===== src/rtl/uart_rx.sv =====
// uart_rx: oversampled UART receiver.
// Frame: start(0), 8 data bits LSB first, odd parity bit, stop(1).
// The serial line is synchronized, framed by an FSM that samples at bit
// midpoints, and each byte goes out through a valid/ready register stage
// with per-byte parity/frame error flags and a sticky overrun flag.
module uart_rx #(
  parameter int OVERSAMPLE  = 16,
  parameter int SYNC_STAGES = 2
) (
  input  logic       rx_sclk_i,
  input  logic       rx_srst_n_i,
  input  logic       rx_sdata_i,
  output logic [7:0] rx_pdata_o,
  output logic       rx_pdata_valid_o,
  input  logic       rx_pready_i,
  output logic       rx_parity_err_o,
  output logic       rx_frame_err_o,
  output logic       rx_overrun_o,
  output logic       rx_busy_o
);

  localparam int TW = $clog2(OVERSAMPLE);
  localparam logic [TW-1:0] TICK_MID = TW'(OVERSAMPLE / 2 - 1);
  localparam logic [TW-1:0] TICK_END = TW'(OVERSAMPLE - 1);
  localparam logic [TW-1:0] TICK_ONE = TW'(1);

  // The settle counter covers the synchronizer refill after reset.
  localparam int SW = $clog2(SYNC_STAGES + 2);
  localparam logic [SW-1:0] SETTLE_DONE = SW'(SYNC_STAGES + 1);
  localparam logic [SW-1:0] SETTLE_ONE  = SW'(1);

  typedef enum logic [2:0] {
    IDLE,
    START,
    DATA,
    PARITY,
    STOP,
    WAIT_IDLE
  } state_t;

  logic [SYNC_STAGES-1:0] sync_reg;
  logic                   line_s;
  logic                   line_prev_reg;
  logic [SW-1:0]          settle_reg;

  state_t                 state_reg;
  logic [TW-1:0]          tick_reg;
  logic [2:0]             bit_reg;
  logic [7:0]             shreg_reg;
  logic                   par_err_reg;
  logic                   frm_err_reg;
  logic                   deliver_reg;
  logic                   busy_reg;

  logic [7:0]             pdata_reg;
  logic                   valid_reg;
  logic                   perr_out_reg;
  logic                   ferr_out_reg;
  logic                   overrun_reg;

  assign line_s = sync_reg[SYNC_STAGES-1];

  // Synchronizer shift chain; resets to the idle line level.
  always_ff @(posedge rx_sclk_i or negedge rx_srst_n_i) begin
    if (!rx_srst_n_i) begin
      sync_reg <= '1;
    end else begin
      sync_reg <= {sync_reg[SYNC_STAGES-2:0], rx_sdata_i};
    end
  end

  // Previous line level for edge detection, and a settle counter so the
  // reset value of the synchronizer being flushed out by a low line is not
  // mistaken for a start edge.
  always_ff @(posedge rx_sclk_i or negedge rx_srst_n_i) begin
    if (!rx_srst_n_i) begin
      line_prev_reg <= 1'b1;
      settle_reg    <= '0;
    end else begin
      line_prev_reg <= line_s;
      if (settle_reg != SETTLE_DONE) begin
        settle_reg <= settle_reg + SETTLE_ONE;
      end
    end
  end

  // Frame FSM: start detection, midpoint sampling, parity/stop checks.
  always_ff @(posedge rx_sclk_i or negedge rx_srst_n_i) begin
    if (!rx_srst_n_i) begin
      state_reg   <= IDLE;
      tick_reg    <= '0;
      bit_reg     <= '0;
      shreg_reg   <= '0;
      par_err_reg <= 1'b0;
      frm_err_reg <= 1'b0;
      deliver_reg <= 1'b0;
      busy_reg    <= 1'b0;
    end else begin
      deliver_reg <= 1'b0;
      case (state_reg)
        IDLE: begin
          if ((settle_reg == SETTLE_DONE) && line_prev_reg && !line_s) begin
            state_reg <= START;
            tick_reg  <= '0;
            busy_reg  <= 1'b1;
          end
        end
        START: begin
          if (tick_reg == TICK_MID) begin
            if (line_s) begin
              // Line went back high before mid-start: glitch, not a frame.
              state_reg <= IDLE;
              busy_reg  <= 1'b0;
            end else begin
              state_reg <= DATA;
              tick_reg  <= '0;
              bit_reg   <= '0;
            end
          end else begin
            tick_reg <= tick_reg + TICK_ONE;
          end
        end
        DATA: begin
          if (tick_reg == TICK_END) begin
            shreg_reg <= {line_s, shreg_reg[7:1]};
            tick_reg  <= '0;
            bit_reg   <= bit_reg + 3'd1;
            if (bit_reg == 3'd7) begin
              state_reg <= PARITY;
            end
          end else begin
            tick_reg <= tick_reg + TICK_ONE;
          end
        end
        PARITY: begin
          if (tick_reg == TICK_END) begin
            par_err_reg <= (line_s != ~^shreg_reg);
            tick_reg    <= '0;
            state_reg   <= STOP;
          end else begin
            tick_reg <= tick_reg + TICK_ONE;
          end
        end
        STOP: begin
          if (tick_reg == TICK_END) begin
            frm_err_reg <= ~line_s;
            deliver_reg <= 1'b1;
            tick_reg    <= '0;
            if (line_s) begin
              state_reg <= IDLE;
              busy_reg  <= 1'b0;
            end else begin
              state_reg <= WAIT_IDLE;
            end
          end else begin
            tick_reg <= tick_reg + TICK_ONE;
          end
        end
        WAIT_IDLE: begin
          // A break or stuck-low line must return high before a new start.
          if (line_s) begin
            state_reg <= IDLE;
            busy_reg  <= 1'b0;
          end
        end
        default: begin
          state_reg <= IDLE;
          busy_reg  <= 1'b0;
        end
      endcase
    end
  end

  // Output stage: load on delivery if the slot is free or being accepted,
  // otherwise drop the frame and flag overrun until the next accept.
  always_ff @(posedge rx_sclk_i or negedge rx_srst_n_i) begin
    if (!rx_srst_n_i) begin
      pdata_reg    <= '0;
      valid_reg    <= 1'b0;
      perr_out_reg <= 1'b0;
      ferr_out_reg <= 1'b0;
      overrun_reg  <= 1'b0;
    end else begin
      if (deliver_reg && (!valid_reg || rx_pready_i)) begin
        pdata_reg    <= shreg_reg;
        perr_out_reg <= par_err_reg;
        ferr_out_reg <= frm_err_reg;
        valid_reg    <= 1'b1;
      end else if (valid_reg && rx_pready_i) begin
        valid_reg <= 1'b0;
      end

      if (valid_reg && rx_pready_i) begin
        overrun_reg <= 1'b0;
      end else if (deliver_reg && valid_reg) begin
        overrun_reg <= 1'b1;
      end
    end
  end

  assign rx_pdata_o       = pdata_reg;
  assign rx_pdata_valid_o = valid_reg;
  assign rx_parity_err_o  = perr_out_reg;
  assign rx_frame_err_o   = ferr_out_reg;
  assign rx_overrun_o     = overrun_reg;
  assign rx_busy_o        = busy_reg;

endmodule


===== config.mk =====
export PLATFORM = sky130hd
export DESIGN_NAME = uart_rx
export DESIGN_NICKNAME = d
export VERILOG_FILES = /design/src/rtl/uart_rx.sv
export SDC_FILE = /design/constraint.sdc
export NUM_CORES = 1
export LEC_CHECK = 0
export CORE_MARGIN = 2
export CORE_UTILIZATION = 30
export DETAILED_ROUTE_END_ITERATION = 12
export PLACE_DENSITY_LB_ADDON = 0.05
export REMOVE_ABC_BUFFERS = 1
export SETUP_SLACK_MARGIN = 0.1
export SLEW_MARGIN = 20
export SYNTH_ARGS = -nofsm -noshare
export SYNTH_HDL_FRONTEND = slang
export SYNTH_SLANG_ARGS = --single-unit
export TNS_END_PERCENT = 10

===== constraint.sdc =====
create_clock -name rx_sclk_i -period 2.7 [get_ports rx_sclk_i]
set_input_delay 0.27 -clock rx_sclk_i [delete_from_list [all_inputs] [get_ports rx_sclk_i]]
set_output_delay 0.27 -clock rx_sclk_i [all_outputs]
set_load 0.03 [all_outputs]

==> qor.log <==
qor: logic_synthesis.yosysWarningCount 0
qor: logic_synthesis.synth.yosys.seq_area_share 53.3%
qor: layout.number_of_antenna_diodes 0
qor: layout.drive_above_1_share 25.0%
qor: die.die-height 82.3 µm
qor: routing.detail_route.wirelength 3130 µm
qor: timing.maxSlewHeadroom 41.8%
qor: routing.drc 0
qor: logic_synthesis.synth-simple-area-share 10.5%
qor: job.max-cap-violations 0
qor: critical_path.cells_traversed_along_the_worst_timing_path or3b_1 -> a21oi_2 -> or3_4 -> mux2_4
qor: routing.antenna_violation_net_count_after_detailed_routing 0
qor: timing.final_max_slew_viol_count 0
qor: die.start_util 31.1%
qor: routing.detail_route.wl_per_cell 13.3 µm
qor: critical_path.cp_data_required_time 2880 ps
qor: clock_tree.tritoncts yes
qor: clock_tree.htree_levels 2
qor: logic_synthesis.synthesis.instances 140
qor: global_routing.overflow 0
qor: logic_synthesis.yosys_most_used_dff sky130_fd_sc_hd__dfrtp_1
qor: layout.final_common_cell sky130_fd_sc_hd__dfrtp_1
qor: layout.post-route-util 36.4%
qor: routing.drt_iter0_drc 59
qor: logic_synthesis.synthAdderAreaFrac 2.72%
qor: placement.hpwlAfterDp 2160 µm
qor: global_routing.grt_pass1_wl 5600 µm
qor: routing.via_per_inst 4.74
qor: timing.endpoints_failing_hold 0
qor: placement.gp_routability_congestion 0.782
qor: timing.finClkSkew 6.75 ps
qor: logic_synthesis.synth_top_area_cell sky130_fd_sc_hd__dfrtp_1
qor: routing.route.vias.total 1113
qor: layout.area.growth.synth_to_final 17.3%
qor: die.rows 28
qor: logic_synthesis.ys_async_sr_fraction 100%
qor: placement.placement.io_buffers 16
qor: die.design.die.area 6770 µm²
qor: timing.rsz0062_at_grt false
qor: critical_path.crit_path_end_kind register
qor: global_routing.track_usage 11.0%
qor: critical_path.worst_path_largest_cell_delay 600 ps
qor: global_routing.pin_count_of_the_biggest_net_entering_global_routing 40
qor: clock_tree.cts_setup_buffers 0
qor: routing.detailedRoute.firstPassIterationCount 4
qor: logic_synthesis.synthMuxAreaShare 14.3%
qor: timing.fmaxAchievable 544 MHz
qor: die.die_w 82.3 µm
qor: power.p_leak 0.985 nW
qor: timing.finalSetupViolations 0
qor: timing.setup-tns-final 0 ps
qor: critical_path.critPathKind register to register
qor: logic_synthesis.synth_xor_area_share 5.03%
qor: critical_path.worstPathBufferInverterCount 0
qor: critical_path.worst-endpoint-arrival 2020 ps
qor: logic_synthesis.postSynthAreaPerCell 13.1 µm²
qor: timing.timing.final.crit_period 1840 ps
qor: die.core 5920 µm²
qor: critical_path.critical_path.slowest_cell sky130_fd_sc_hd__dfrtp_1
qor: timing.finalCritPeriodShare 68.1%
qor: logic_synthesis.number_of_flops_mapped_to_enable_cells_by_yosys 0
qor: clock_tree.cts-buffers-inserted 5
qor: critical_path.critical_path_s_top_delay_family simple AND/OR/NAND/NOR gates
qor: logic_synthesis.post_synth_num_cell_types 47
qor: layout.num-nets-final 167
qor: layout.layout.cells.most_common_list sky130_fd_sc_hd__dfrtp_1, sky130_fd_sc_hd__mux2_2, sky130_fd_sc_hd__clkdlybuf4s50_1
qor: logic_synthesis.synthTopCellsByArea sky130_fd_sc_hd__dfrtp_1, sky130_fd_sc_hd__mux2_2, sky130_fd_sc_hd__dfstp_2
qor: clock_tree.worst_skew_pair_latency 290 ps
qor: logic_synthesis.synth_top_area_share 49.0%
qor: die.boundaryPins 17
qor: critical_path.cp-start-kind register
qor: clock_tree.clk_pin_slew 80 ps
qor: logic_synthesis.synth.ff_latch_count 39
qor: status.run_status finished clean
qor: clock_tree.clock_tree.buffer_depth 2
qor: clock_tree.cts_resized 0
qor: min_path.hold_class input port to async pin
qor: logic_synthesis.synth_top_family_by_area multiplexers
qor: clock_tree.tritoncts_num_sinks 39
qor: clock_tree.cts.root.buffer_cell sky130_fd_sc_hd__clkbuf_8
qor: critical_path.crit_path_max_fanout 15
qor: clock_tree.postCtsHoldBufs 0
qor: global_routing.antenna_violations_before_repair 0
qor: global_routing.first_global_vias 1168
qor: power.power_density_normalized_to_cell_area 770 nW/µm²
qor: timing.max_slew.worst_pin.slew 873 ps
qor: logic_synthesis.synth_compound_area_share 11.7%
qor: logic_synthesis.synth.cell_area 1840 µm²
qor: power.vdd.ir_drop.worst 238 µV
==> metrics by stage <==
stage	hold WS, ps	std cells	area [µm²]	power [W]	setup slack, ps
after global routing	150	235	2160	0.00179	708
after CTS	130	235	2160	0.00169	860
after detailed placement	347	227	2060	0.00127	867
final	87.9	235	2160	0.00166	861
after global placement	347	227	2060	0.00126	901
after floorplan	-25.6	135	1810	0.00115	644
==> worst reg2reg max path: stages, from the launching register on <==
cell and delay, ps:
sky130_fd_sc_hd__dfrtp_1 600, sky130_fd_sc_hd__or3b_1 460, sky130_fd_sc_hd__a21oi_2 210, sky130_fd_sc_hd__or3_4 170
sky130_fd_sc_hd__mux2_4 290
==> cells by family after synthesis <==
| family | count (synthesis) |
|---|---|
| muxes | 23 |
| buffers and inverters | 8 |
| AOI/OAI and AO/OA | 27 |
| xor gates and xnor gates | 9 |
| and+or+nand+nor | 30 |
| DFF | 39 |
| adders and majority gates | 4 |
==> report_power, final <==
group	switching, W	internal [W]	total (W)
registers	0.000118	0.000668	0.000786
clock network	0.000204	0.000209	0.000413
logic	0.000207	0.000254	0.000462
==> synth_stat cells (all sizes together) (3+ instances only) <==
cell,n
ha,4
xnor2,6
nor2,5
or3,3
mux2,23
inv,3
buf,5
a22o,5
or2,3
nand3,4
a21oi,4
nand2,3
o21ai,4
dfrtp,36
dfstp,3
==> final timing paths <==
path | from | endpoint | slack (ps) | cells past startpoint
setup reg to reg | state_reg[2]$_DFFE_PN0P_ | state_reg[0]$_DFFE_PN0P_ | 860 | 4
max in group asynchronous | rx_srst_n_i | rx_busy_o$_DFFE_PN0P_ | 2050 | 1
hold / removal | rx_srst_n_i | rx_pdata_valid_o$_DFFE_PN0P_ | 90 | 1
hold reg to reg | sync_reg[0]$_DFF_PN1_ | sync_reg[1]$_DFF_PN1_ | 360 | 0
setup / recovery | state_reg[2]$_DFFE_PN0P_ | state_reg[0]$_DFFE_PN0P_ | 860 | 4
min in group rx_sclk_i | sync_reg[0]$_DFF_PN1_ | sync_reg[1]$_DFF_PN1_ | 360 | 0
==> layer usage <==
layer / track usage, % / part of all wire, % / vias to the layer above
li1: - / - / 546
met1: 14.8 / 49 / 542
met2: 15.8 / 45 / 17
met3: 3.37 / 3.5 / 8
met4: 6.00 / 2.6 / 0
met5: 0 / 0 / -
==> layout make-up <==
class,count,area (µm²)
clock buffers,7,86.3
clock inverters,1,8.76
fillers,577,3760
inverters,3,11.3
multi-input cells,93,815
flip-flops and latches,39,980
well taps,75,93.8
repair buffers,17,163
(Power assumes the default switching activity.)
